$ cat src/rtl/ysyx_25040109_ifu_prefetch.sv
// ============================================================================
// Module      : ysyx_25040109_ifu_prefetch
// Description : Instruction-fetch front end. Issues sequential reads ahead of
//               decode (bounded by MAX_OUTSTANDING and FIFO space), buffers
//               returned words with their PCs in an in-order FIFO, and
//               discards stale in-flight responses after a redirect.
// Revision    : 1.0  initial release
// ============================================================================
`default_nettype none

module ysyx_25040109_ifu_prefetch #(
    parameter int          DEPTH           = 4,
    parameter int          MAX_OUTSTANDING = 2,
    parameter logic [31:0] RESET_PC        = 32'h8000_0000
) (
    input  logic                       clk,
    input  logic                       rst,
    input  logic                       redirect_valid,
    input  logic [31:0]                redirect_pc,
    output logic                       imem_arvalid,
    input  logic                       imem_arready,
    output logic [31:0]                imem_araddr,
    input  logic                       imem_rvalid,
    output logic                       imem_rready,
    input  logic [31:0]                imem_rdata,
    input  logic [1:0]                 imem_rresp,
    output logic                       out_valid,
    input  logic                       out_ready,
    output logic [31:0]                out_inst,
    output logic [31:0]                out_pc,
    output logic                       out_fault,
    output logic [$clog2(DEPTH+1)-1:0] occupancy
);

    localparam int c_PTR_W = $clog2(DEPTH);
    localparam int c_CNT_W = $clog2(DEPTH + 1);
    localparam int c_OST_W = $clog2(MAX_OUTSTANDING + 1);
    localparam logic [c_OST_W-1:0] c_MAX_OST = c_OST_W'(MAX_OUTSTANDING);

    // Fetch / response tracking state
    logic [31:0]        fetch_pc_q, fetch_pc_d;
    logic [31:0]        resp_pc_q, resp_pc_d;
    logic [31:0]        araddr_q, araddr_d;
    logic               ar_hold_q, ar_hold_d;
    logic               ar_stale_q, ar_stale_d;
    logic               fault_stall_q, fault_stall_d;
    logic [c_OST_W-1:0] outstanding_q, outstanding_d;
    logic [c_OST_W-1:0] stale_cnt_q, stale_cnt_d;

    // FIFO state
    logic [c_PTR_W-1:0] wr_ptr_q, wr_ptr_d;
    logic [c_PTR_W-1:0] rd_ptr_q, rd_ptr_d;
    logic [c_CNT_W-1:0] count_q, count_d;
    logic [31:0]        inst_mem_q  [DEPTH];
    logic [31:0]        pc_mem_q    [DEPTH];
    logic               fault_mem_q [DEPTH];

    logic [31:0] w_committed;
    logic        w_credit;
    logic        w_ar_fire;
    logic        w_ar_is_stale;
    logic        w_r_fire;
    logic        w_drop;
    logic        w_push;
    logic        w_pop;

    // FIFO slots already promised: buffered entries plus reads in flight
    assign w_committed = 32'(count_q) + 32'(outstanding_q);

    // A fresh request may only start when nothing is being held on the bus
    assign w_credit = rst && !ar_hold_q && !fault_stall_q && !redirect_valid
                      && (outstanding_q < c_MAX_OST)
                      && (w_committed < 32'(DEPTH));

    assign imem_arvalid = (rst && ar_hold_q) || w_credit;
    assign imem_araddr  = ar_hold_q ? araddr_q : fetch_pc_q;
    assign imem_rready  = rst;

    assign w_ar_fire     = imem_arvalid && imem_arready;
    // A held request that outlived a redirect belongs to the old stream
    assign w_ar_is_stale = ar_hold_q && ar_stale_q;
    // Responses with nothing in flight (e.g. after a reset) are ignored
    assign w_r_fire      = imem_rvalid && imem_rready && (outstanding_q != '0);
    assign w_drop        = w_r_fire && (stale_cnt_q != '0);
    assign w_push        = w_r_fire && !w_drop;
    assign w_pop         = out_valid && out_ready;

    assign out_valid = (count_q != '0);
    assign out_inst  = inst_mem_q[rd_ptr_q];
    assign out_pc    = pc_mem_q[rd_ptr_q];
    assign out_fault = out_valid && fault_mem_q[rd_ptr_q];
    assign occupancy = count_q;

    // Next-state computation for fetch tracking and FIFO pointers
    always_comb begin
        fetch_pc_d    = fetch_pc_q;
        resp_pc_d     = resp_pc_q;
        araddr_d      = araddr_q;
        ar_hold_d     = ar_hold_q;
        ar_stale_d    = ar_stale_q;
        fault_stall_d = fault_stall_q;
        outstanding_d = outstanding_q;
        stale_cnt_d   = stale_cnt_q;
        wr_ptr_d      = wr_ptr_q;
        rd_ptr_d      = rd_ptr_q;
        count_d       = count_q;

        // Address channel: keep the request stable until it is taken
        if (w_ar_fire) begin
            ar_hold_d  = 1'b0;
            ar_stale_d = 1'b0;
        end else if (imem_arvalid) begin
            ar_hold_d  = 1'b1;
            araddr_d   = imem_araddr;
            ar_stale_d = ar_stale_q || redirect_valid;
        end

        if (w_ar_fire && !w_ar_is_stale) begin
            fetch_pc_d = fetch_pc_q + 32'd4;
        end

        case ({w_ar_fire, w_r_fire})
            2'b10:   outstanding_d = outstanding_q + c_OST_W'(1);
            2'b01:   outstanding_d = outstanding_q - c_OST_W'(1);
            default: outstanding_d = outstanding_q;
        endcase

        if (w_drop) begin
            stale_cnt_d = stale_cnt_d - c_OST_W'(1);
        end
        if (w_ar_fire && w_ar_is_stale) begin
            stale_cnt_d = stale_cnt_d + c_OST_W'(1);
        end

        if (w_push) begin
            resp_pc_d = resp_pc_q + 32'd4;
            wr_ptr_d  = wr_ptr_q + c_PTR_W'(1);
            if (imem_rresp != 2'b00) begin
                fault_stall_d = 1'b1;
            end
        end
        if (w_pop) begin
            rd_ptr_d = rd_ptr_q + c_PTR_W'(1);
        end
        case ({w_push, w_pop})
            2'b10:   count_d = count_q + c_CNT_W'(1);
            2'b01:   count_d = count_q - c_CNT_W'(1);
            default: count_d = count_q;
        endcase

        // Redirect overrides everything: every read still in flight is stale
        if (redirect_valid) begin
            fetch_pc_d    = redirect_pc;
            resp_pc_d     = redirect_pc;
            fault_stall_d = 1'b0;
            stale_cnt_d   = outstanding_d;
            wr_ptr_d      = '0;
            rd_ptr_d      = '0;
            count_d       = '0;
        end
    end

    // State registers with synchronous active-low reset
    always_ff @(posedge clk) begin
        if (!rst) begin
            fetch_pc_q    <= RESET_PC;
            resp_pc_q     <= RESET_PC;
            araddr_q      <= RESET_PC;
            ar_hold_q     <= 1'b0;
            ar_stale_q    <= 1'b0;
            fault_stall_q <= 1'b0;
            outstanding_q <= '0;
            stale_cnt_q   <= '0;
            wr_ptr_q      <= '0;
            rd_ptr_q      <= '0;
            count_q       <= '0;
        end else begin
            fetch_pc_q    <= fetch_pc_d;
            resp_pc_q     <= resp_pc_d;
            araddr_q      <= araddr_d;
            ar_hold_q     <= ar_hold_d;
            ar_stale_q    <= ar_stale_d;
            fault_stall_q <= fault_stall_d;
            outstanding_q <= outstanding_d;
            stale_cnt_q   <= stale_cnt_d;
            wr_ptr_q      <= wr_ptr_d;
            rd_ptr_q      <= rd_ptr_d;
            count_q       <= count_d;
        end
    end

    // FIFO storage; contents are qualified by count so no reset is needed
    always_ff @(posedge clk) begin
        if (w_push) begin
            inst_mem_q[wr_ptr_q]  <= imem_rdata;
            pc_mem_q[wr_ptr_q]    <= resp_pc_q;
            fault_mem_q[wr_ptr_q] <= (imem_rresp != 2'b00);
        end
    end

endmodule

`default_nettype wire

$ cat config.mk
export PLATFORM = sky130hd
export DESIGN_NAME = ysyx_25040109_ifu_prefetch
export DESIGN_NICKNAME = d
export VERILOG_FILES = /design/src/rtl/ysyx_25040109_ifu_prefetch.sv
export SDC_FILE = /design/constraint.sdc
export NUM_CORES = 1
export LEC_CHECK = 0
export BUFFER_PORTS_ARGS = -buffer_cell sky130_fd_sc_hd__buf_2
export CAP_MARGIN = 20
export CORE_UTILIZATION = 58
export DETAILED_ROUTE_END_ITERATION = 7
export GPL_ROUTABILITY_DRIVEN = 0
export PLACE_DENSITY = 0.76
export SYNTH_ARGS = -nofsm -noshare
export SYNTH_HDL_FRONTEND = slang
export SYNTH_SLANG_ARGS = --single-unit
$ cat constraint.sdc
create_clock -name clk -period 4.3 [get_ports clk]
set_input_delay 0.215 -clock clk [delete_from_list [all_inputs] [get_ports clk]]
set_output_delay 0.215 -clock clk [all_outputs]
set_load 0.02 [all_outputs]
* After elaboration in Yosys (flattened, before gate mapping)
Memory sizes are Yosys's and may differ from the RTL's. A register that Yosys moved wholly into a read port is not among the register bits.
Index checks and enable logic that the tools add are counted.
** Word-level totals
- Bits in writable memories :: 260
- Memories :: 3
- Output and inout port bits :: 103
- Flip-flop bits (word level) :: 110
** Memories
- inst_mem_q :: depth 4, width 32, rd ports 1, clocked after Yosys merged registers in 1, write ports 1, line 54 : logic [31:0] inst_mem_q [DEPTH];
- pc_mem_q :: depth 4, width 32, rd ports 1, clocked after Yosys merged registers in 1, write ports 1, line 55 : logic [31:0] pc_mem_q [DEPTH];
- fault_mem_q :: depth 4, width 1, rd ports 1, clocked after Yosys merged registers in 1, write ports 1, line 56 : logic fault_mem_q [DEPTH];
** Operators by class
- Reduce and logical (&&, ||, !) cells :: 34
- Mux-type cells :: 18
- Add/subtract/negate cells :: 11
- Eq/ne operators :: 4
- Bitwise gates (word level) :: 2
- $lt $le $gt $ge :: 2
** Operators by type and width (count)
- $mux W32 :: 5
- $add A32 B3 Y32 const B :: 2
- $mux W2 :: 9
- $logic_and A1 B1 Y1 :: 16
- $reduce_bool A2 Y1 :: 6
- $add A2 B1 Y2 const B :: 4
- $pmux W3 S2 :: 1
- $logic_not A1 Y1 :: 5
- $add A3 B2 Y4 :: 1
- $eq A2 B1 Y1 const B :: 2
- $eq A2 B2 Y1 const B :: 2
- $lt A4 B3 Y1 const B :: 1
- $pmux W2 S2 :: 1
- $reduce_and A2 Y1 :: 2
- $reduce_or A2 Y1 :: 2
- $sub A2 B1 Y2 const B :: 2
- $add A3 B1 Y3 const B :: 1
- $reduce_bool A3 Y1 :: 1
- $sub A3 B1 Y3 const B :: 1
- $logic_or A1 B1 Y1 :: 2
- $lt A2 B2 Y1 const B :: 1
- $mux W1 :: 2
- $not A1 Y1 :: 2

* Depth between registers and ports, before layout
Gate-level depths: netlist of run 1.
- Depth after elaboration :: 11
- Gate-level depth with buffers :: 12

* Worst setup path before layout of run 1
No wires, ideal clock.
- Path type :: register to register
- Start point :: reg stale_cnt_q[0]
- End point :: mem fault_mem_q[0] (enable)
- Setup slack :: 1.110 ns
- Library setup time :: 0.430 ns
- Arrival time :: 2.760 ns
- Required time :: 3.870 ns
- Period minus slack after synthesis :: 3.190 ns
- Stages on the path, launching flop included :: 7
- Path through :: dfxtp_1 inv_1 ha_1 o2111a_1 buf_2 clkbuf_1 and2_1
** Between the ends
- Cells in the longest elaborated chain, start to end :: 6
** RTL lines
- start: declaration :: line 48 : logic [c_OST_W-1:0] stale_cnt_q, stale_cnt_d;
- start signal: assignment :: line 185 : stale_cnt_q <= stale_cnt_d;
- $reduce_bool A2 Y1 :: line 84 : assign w_drop = w_r_fire && (stale_cnt_q != '0);
- $logic_and A1 B1 Y1 :: line 84
- $logic_not A1 Y1 :: line 85 : assign w_push = w_r_fire && !w_drop;
- $logic_and A1 B1 Y1 :: line 85
- $mux W1 :: line 194 : if (w_push) begin
- $mux W1 (not written as such) :: line 197 : fault_mem_q[wr_ptr_q] <= (imem_rresp != 2'b00);
- end: declaration :: line 56
No other way between the ends.

* Final worst setup path of run 1
- Start point :: reg stale_cnt_q[0]
- End point :: mem inst_mem_q[2][7] (enable)
** Between the ends
- Cells in the longest elaborated chain, start to end :: 6
** RTL lines
- $reduce_bool A2 Y1 :: line 84
- $logic_and A1 B1 Y1 :: line 84
- $logic_not A1 Y1 :: line 85
- $logic_and A1 B1 Y1 :: line 85
- $mux W1 :: line 194
- $mux W1 (not written as such) :: line 195 : inst_mem_q[wr_ptr_q] <= imem_rdata;
- end: declaration :: line 54
No other way between the ends.

==> results of run 1 <==
cells in the mapped netlist (2+ instances only):
cell type	instances	area share, %
and3_1	6	0.25
mux2_2	31	2.3
clkbuf_1	35	0.88
a31oi_1	7	0.29
edfxtp_1	260	52
o31ai_1	7	0.35
a21oi_1	53	1.8
or2_2	2	0.084
nor3b_1	3	0.15
nor4b_1	9	0.53
dfxtp_1	112	15
buf_2	9	0.30
nand4_1	16	0.67
xor2_1	15	0.88
xnor2_1	43	2.5
a21boi_0	5	0.25
nand3_2	2	0.13
nor2b_1	2	0.084
or4_1	4	0.20
and2_1	11	0.46
mux4_2	65	9.8
o21ai_0	67	2.2
nand2_1	68	1.7
nand3_1	46	1.5
buf_1	9	0.23
nor2_1	20	0.50
and4_1	10	0.59
ha_1	10	0.84
mux2i_1	2	0.13
nor4_1	9	0.38
or3_1	7	0.29
nor3_1	14	0.47
inv_1	17	0.43
sequential cells by signal, indices dropped and copies added, names as in the netlist, 3 cells and up, named ones only:
register and flops:
araddr_q 32, fault_mem_q 4, fetch_pc_q 32, inst_mem_q 128, occupancy 3, pc_mem_q 128, resp_pc_q 32
routing by layer:
| layer | global-route usage, % | wire [um] |
|---|---|---|
| met1 | 35.52 | 14340 |
| met2 | 41.18 | 16040 |
| met3 | 3.820 | 1927 |
| met4 | 7.719 | 618 |
| met5 | 0 | 13 |
worst register-to-register path, stage by stage (launching register included):
cell and delay (ns):
dfxtp_1 0.33, inv_1 0.08, ha_1 0.20, o2111a_1 0.60
and2_2 0.87, buf_4 0.44
layout by cell type (no fill, tap or decap), types with 5 or more instances in the layout:
| cell type | count |
|---|---|
| or3_1 | 7 |
| inv_1 | 17 |
| nor3_1 | 14 |
| dfxtp_1 | 110 |
| and2_1 | 7 |
| and3_1 | 6 |
| edfxtp_1 | 260 |
| mux4_2 | 65 |
| xnor2_1 | 43 |
| o21ai_0 | 67 |
| o31ai_1 | 7 |
| nand4_1 | 16 |
| ha_1 | 10 |
| xor2_1 | 15 |
| mux2_2 | 31 |
| a21boi_0 | 5 |
| clkbuf_16 | 41 |
| nor4b_1 | 9 |
| and4_1 | 10 |
| a31oi_1 | 7 |
| a21oi_1 | 53 |
| nand3_1 | 46 |
| buf_2 | 174 |
| clkinv_2 | 6 |
| buf_4 | 11 |
| nor2_1 | 20 |
| dlygate4sd3_1 | 37 |
| nor4_1 | 9 |
| clkinv_1 | 7 |
| clkbuf_1 | 10 |
| nand2_1 | 68 |
cells by family (layout without fill, tap and decap cells):
kind of cell | count (synthesis) | count (layout) | share of synthesized area [%]
xor+xnor | 58 | 58 | 3.401
fa+ha+maj | 11 | 11 | 0.9718
flops | 372 | 372 | 67.29
buf+inv | 72 | 312 | 1.910
simple gates | 235 | 235 | 8.453
mux | 98 | 98 | 12.27
compound gates | 150 | 150 | 5.705
per-stage QoR:
stage / utilization [%] / cell area (um^2)
after floorplan: - / 14940
after global placement: 63.89 / 16130
after detailed placement: 63.89 / 16130
after CTS: 70.12 / 17710
after global routing: 70.12 / 17710
final: 70.12 / 17710
power by group through the flow:
stage	Sequential (W)	Combinational [W]	Clock [W]
2_1_floorplan	0.00402	0.000214	0
3_3_place_gp	0.00404	0.000322	0
3_5_place_dp	0.00405	0.000326	0
4_1_cts	0.00397	0.000356	0.00321
5_1_grt	0.00398	0.000390	0.00333
6_report	0.00398	0.000358	0.00316
worst paths after layout:
kind                                                 start                          to  slack (ns)  depth (start not counted)
worst max-delay path             stale_cnt_q[0]$_SDFF_PN0_  inst_mem_q[2][7]$_DFFE_PP_        1.44                          5
worst max register to register   stale_cnt_q[0]$_SDFF_PN0_  inst_mem_q[2][7]$_DFFE_PP_        1.44                          5
worst min-delay path                         imem_rresp[0]    fault_mem_q[2]$_DFFE_PP_        0.03                          2
worst min register to register  fetch_pc_q[1]$_SDFFE_PN0P_  fetch_pc_q[1]$_SDFFE_PN0P_        0.46                          2
cell type report:
cell class	count	area [um^2]	area share, %
flip-flops and latches	372	10050	56.78
multi-input cells	552	4606	26.01
repair buffers	224	1364	7.701
clock buffers	52	1077	6.083
well taps	330	412.9	2.331
clock inverters	18	127.6	0.7206
inverters	18	67.56	0.3815
==> flow_summary.ini, run 1 <==
[outcome]
status = finished clean

[power]
peakVddDrop_v = 0.0003468
combPwrFrac_pct = 4.8
p_total_w = 0.007494
intPower_w = 0.005869
p_leak_nw = 5.975
p_sw_w = 0.001625
power_density_mw_per_mm2 = 423.2
seqPwrFrac_pct = 53.0
p_clk_share_pct = 42.2
switching_share_pct = 21.68

[sta]
tightest_slew_ns = 0.9117
finalHoldViolations = 0
timing.final.crit_share_pct = 66.59
fin_tns_setup_ns = 0
setup_viol = 0
skew_ns = 0.01577
rsz0062_at_grt = false
slew_headroom_pct = 39.22
max_freq_ghz = 0.3492
finalCriticalPeriod_ns = 2.863
worst_hold_slack_ns = 0.03383
slew_viol_final = 0
finalWorstSetupSlack_ns = 1.437

[global_route]
grt_pass1_vias = 9102
grt_overflow = 0
grt_max_degree = 93
grt_pass1_wl_mm = 50.50
grt_antenna_before_repair = 1
track_usage_pct = 25.33

[finish]
syn2layout_area_growth_pct = 18.57
fill_cells = 1685
diodes = 0
drive_above_1_share_pct = 28.32
fin_cells = 1566
final_nets = 1290

[detailed_routing]
finalWirelength_mm = 32.95
dr.pass1.iters = 4
wire_per_inst_um = 21.04
drt_iter0_markers = 705
drc = 0
drt-vias-per-instance = 5.823
vias = 9119
detail-route-antenna-nets = 0

[clock_network]
clock_sinks = 372
cts_tree = yes
cts_root_buf = clkbuf_16
ctsHoldBuffers = 37
cts_setup_buffers = 0
clk_pin_slew_ns = 0.06
cts_resized = 0
htree_levels = 2
clk_path_buf_depth = 3
cts_made_buffers = 39
insertion_delay_ns = 0.53

[die]
ios = 175
dieArea_mm2 = 0.02640
die_w_um = 162.5
core_area_mm2 = 0.02525
start_util_pct = 59.14
num_rows = 58
fp.dieH_um = 162.5

[worst_setup_path]
cpLargestDelayFamily = simple AND/OR/NAND/NOR gates
cp_max_fo = 32
slowest_stage = and2_2
required_ns = 4.49
path_class = reg2reg
path_buf_inv = 2
end_kind = register
path_cells = inv_1 -> ha_1 -> o2111a_1 -> and2_2 -> buf_4
critPathMaxStageDelay_ns = 0.86
crit_arrival_ns = 3.05
cp-start-kind = register

[placement]
dp_cells = 1459
io_buffers = 174
dp.final_hpwl_mm = 19.84
pre_cts_ws_ns = 1.460

[synth]
netlist_area_mm2 = 0.01494
syn_avg_cell_area_um2 = 15.00
ys_warn_count = 0
synth-seq-area-share_pct = 67.29
synth_async_sr_flop_share_pct = 0
syn_inst = 996
syn_nets = 1079
synth_edf_count = 260
ys_ff_latch = 372
dominantRegCellSynth = edfxtp_1
yosysUniqueCellTypes = 53

[min_path]
hp-class = in2reg

[flow_run]
maxCapViolCount = 0
Note: power is estimated with default switching activity, not from simulation.
==> inputs of run 2 (changes only) <==
Settings changed: ABC_AREA set to 1, CORE_UTILIZATION 58 to 59, PLACE_DENSITY 0.76 to 0.77.
Clock period 4.3 ns to 2.9 ns, I/O delays scaled along.
==> run 2 against run 1 <==
Critical path type is now reg2out. Design area grew 8.2%. Synthesized area up 8.1%. Core utilization up 1.2 points. Global-route usage up 3.6 points. Total power increased by 56%. Worst setup slack lost 0.92 ns. Critical path depth fell by 1. Clock skew hardly changed.
==> flow_summary.ini, run 2 <==
[outcome]
status = finished clean

[global_route]
grt_antenna_before_repair = 0
grt_max_degree = 99
grt_pass1_wl_mm = 63.69
track_usage_pct = 28.88
grt_pass1_vias = 12360
grt_overflow = 0

[synth]
dominantRegCellSynth = edfxtp_1
yosys.area.top_type = edfxtp_1
synth_edf_count = 260
synth_common_cells = 307 x nand2_1, 305 x nor2_1, 260 x edfxtp_1, 238 x o21ai_0, 112 x dfxtp_1
syn_avg_cell_area_um2 = 9.450
yosysUniqueCellTypes = 42
synth_top_area_share_pct = 48.37
syn_nets = 1791
ys_warn_count = 0
synth_most_common_cell = nand2_1
netlist_area_mm2 = 0.01614
ys_ff_latch = 372
synth_async_sr_flop_share_pct = 0
synth-seq-area-share_pct = 62.26
synth_area_leaders = edfxtp_1 48%, dfxtp_1 14%, o21ai_0 7.4%, nand2_1 7.1%, nor2_1 7.1%
syn_inst = 1708

[clock_network]
clock_sinks = 372
ctsHoldBuffers = 57
clk_pin_slew_ns = 0.06
cts_tree = yes
clk_path_buf_depth = 3
cts_root_buf = clkbuf_16
cts_made_buffers = 38
insertion_delay_ns = 0.53
htree_levels = 2
cts_resized = 0
cts_setup_buffers = 0

[die]
start_util_pct = 60.06
num_rows = 60
core_area_mm2 = 0.02688
ios = 175
die_w_um = 167.4
dieArea_mm2 = 0.02802
fp.dieH_um = 167.4

[sta]
tightest_slew_ns = 0.9270
worst_hold_slack_ns = 0.03170
max_freq_ghz = 0.4189
skew_ns = 0.01608
setup_viol = 0
finalWorstSetupSlack_ns = 0.5130
rsz0062_at_grt = false
timing.final.crit_share_pct = 82.31
finalCriticalPeriod_ns = 2.387
slew_viol_final = 0
slew_headroom_pct = 38.13
finalHoldViolations = 0

[finish]
final_common_cell = nand2_1
final_cell_mix = 307 x nand2_1, 301 x nor2_1, 260 x edfxtp_1, 238 x o21ai_0, 174 x buf_2
syn2layout_area_growth_pct = 18.74
final_nets = 1998
diodes = 0
drive_above_1_share_pct = 14.14
fill_cells = 1903
top_regs = inst_mem_q (128), pc_mem_q (128)
multi_input_area_mm2 = 0.005299
seq_area_mm2 = 0.01005

[detailed_routing]
met1Wirelength_mm = 16.09
drc = 0
dr.pass1.iters = 6
met3_length_mm = 3.319
drt-vias-per-instance = 5.727
drt_iter0_markers = 1316
detail-route-antenna-nets = 0
wl_met2_mm = 19.51
routed.top_layer = met4
finalWirelength_mm = 40.84
wire_per_inst_um = 17.87
vias = 13090

[worst_setup_path]
cp-start-kind = register
path_class = reg2out
worstReg2RegStart = occupancy[1]$_SDFFE_PP0P_
crit_arrival_ns = 2.24
r2r_setup_slack_ns = 0.69
cp_max_fo = 46
required_ns = 2.76
end_kind = output port
worstReg2RegEnd = stale_cnt_q[1]$_SDFF_PN0_
reg2reg_depth = 15

[placement]
dp.final_hpwl_mm = 25.55
pre_cts_ws_ns = 0.7010
io_buffers = 174

[min_path]
min_to = fault_stall_q$_SDFFE_PP0P_
hp-class = in2reg
hold_path_depth = 4
min_from = imem_rresp[1]

[power]
peakVddDrop_v = 0.0004291
p_total_w = 0.01167
power_density_mw_per_mm2 = 608.8
p_leak_nw = 7.151

[flow_run]
maxCapViolCount = 0
run 2: cell count changes after synthesis, sizes merged, moves of 65 or more:
cell	delta
inv	+99
mux4	-65
o21ai	+181
nor2	+288
o22ai	+66
nand2	+244
run 2: stage by stage:
step	setup TNS (ns)	cells	utilization, %	instance area (um^2)
2_1_floorplan	-52.18	1708	-	16150
3_3_place_gp	0	2159	64.49	17330
3_5_place_dp	0	2159	64.49	17330
4_1_cts	0	2286	71.31	19160
5_1_grt	0	2286	71.31	19160
6_report	0	2286	71.31	19160
run 2: report_power, final:
group	total [W]	switching [W]	internal [W]
clock	0.00493	0.00199	0.00293
sequential	0.00594	0.000132	0.00580
combinational	0.000807	0.000525	0.000282
run 2: final cells by class:
| type | count | area share, % |
|---|---|---|
| Tap cell | 341 | 2.226 |
| Timing Repair Buffer | 251 | 8.762 |
| Clock inverter | 16 | 1.032 |
| Inverter | 116 | 2.318 |
| Sequential cell | 372 | 52.46 |
| Clock buffer | 54 | 5.549 |
| Multi-Input combinational cell | 1136 | 27.65 |
run 2: routing by layer:
layer	up-vias	GRT usage [%]
met4	0	13.80
met1	6076	36.86
met2	625	48.51
met3	126	4.443
li1	6264	-
met5	-	0
run 2: cells by family (layout without fill, tap and decap cells):
logic type / count (synthesis) / in the layout / share of synthesized area (%)
fa+ha+maj: 11 / 11 / 0.8992
simple gates: 726 / 726 / 18.35
xor+xnor: 15 / 15 / 0.8139
compound gates: 384 / 384 / 12.58
buf+inv: 200 / 437 / 5.093
flops: 372 / 372 / 62.26
run 2: worst max path at each step:
stage / startpoint / endpoint / slack, ns / cells past startpoint
after CTS: register / out_inst[26] / 0.53 / 4
after floorplan: outstanding_q[0]$_SDFF_PN0_ / fault_mem_q[0]$_DFFE_PP_ / -0.20 / 5
after detailed placement: rst / stale_cnt_q[1]$_SDFF_PN0_ / 0.70 / 13
final: register / out_inst[26] / 0.51 / 4
after global routing: register / out_inst[26] / 0.39 / 4
after global placement: rst / stale_cnt_q[1]$_SDFF_PN0_ / 0.75 / 13
run 2: worst max-delay path: stages (launching register included):
cell and delay [ns]:
dfxtp_4 0.57, buf_4 0.45, o21ai_0 0.19, o22ai_1 0.26, buf_2 0.22
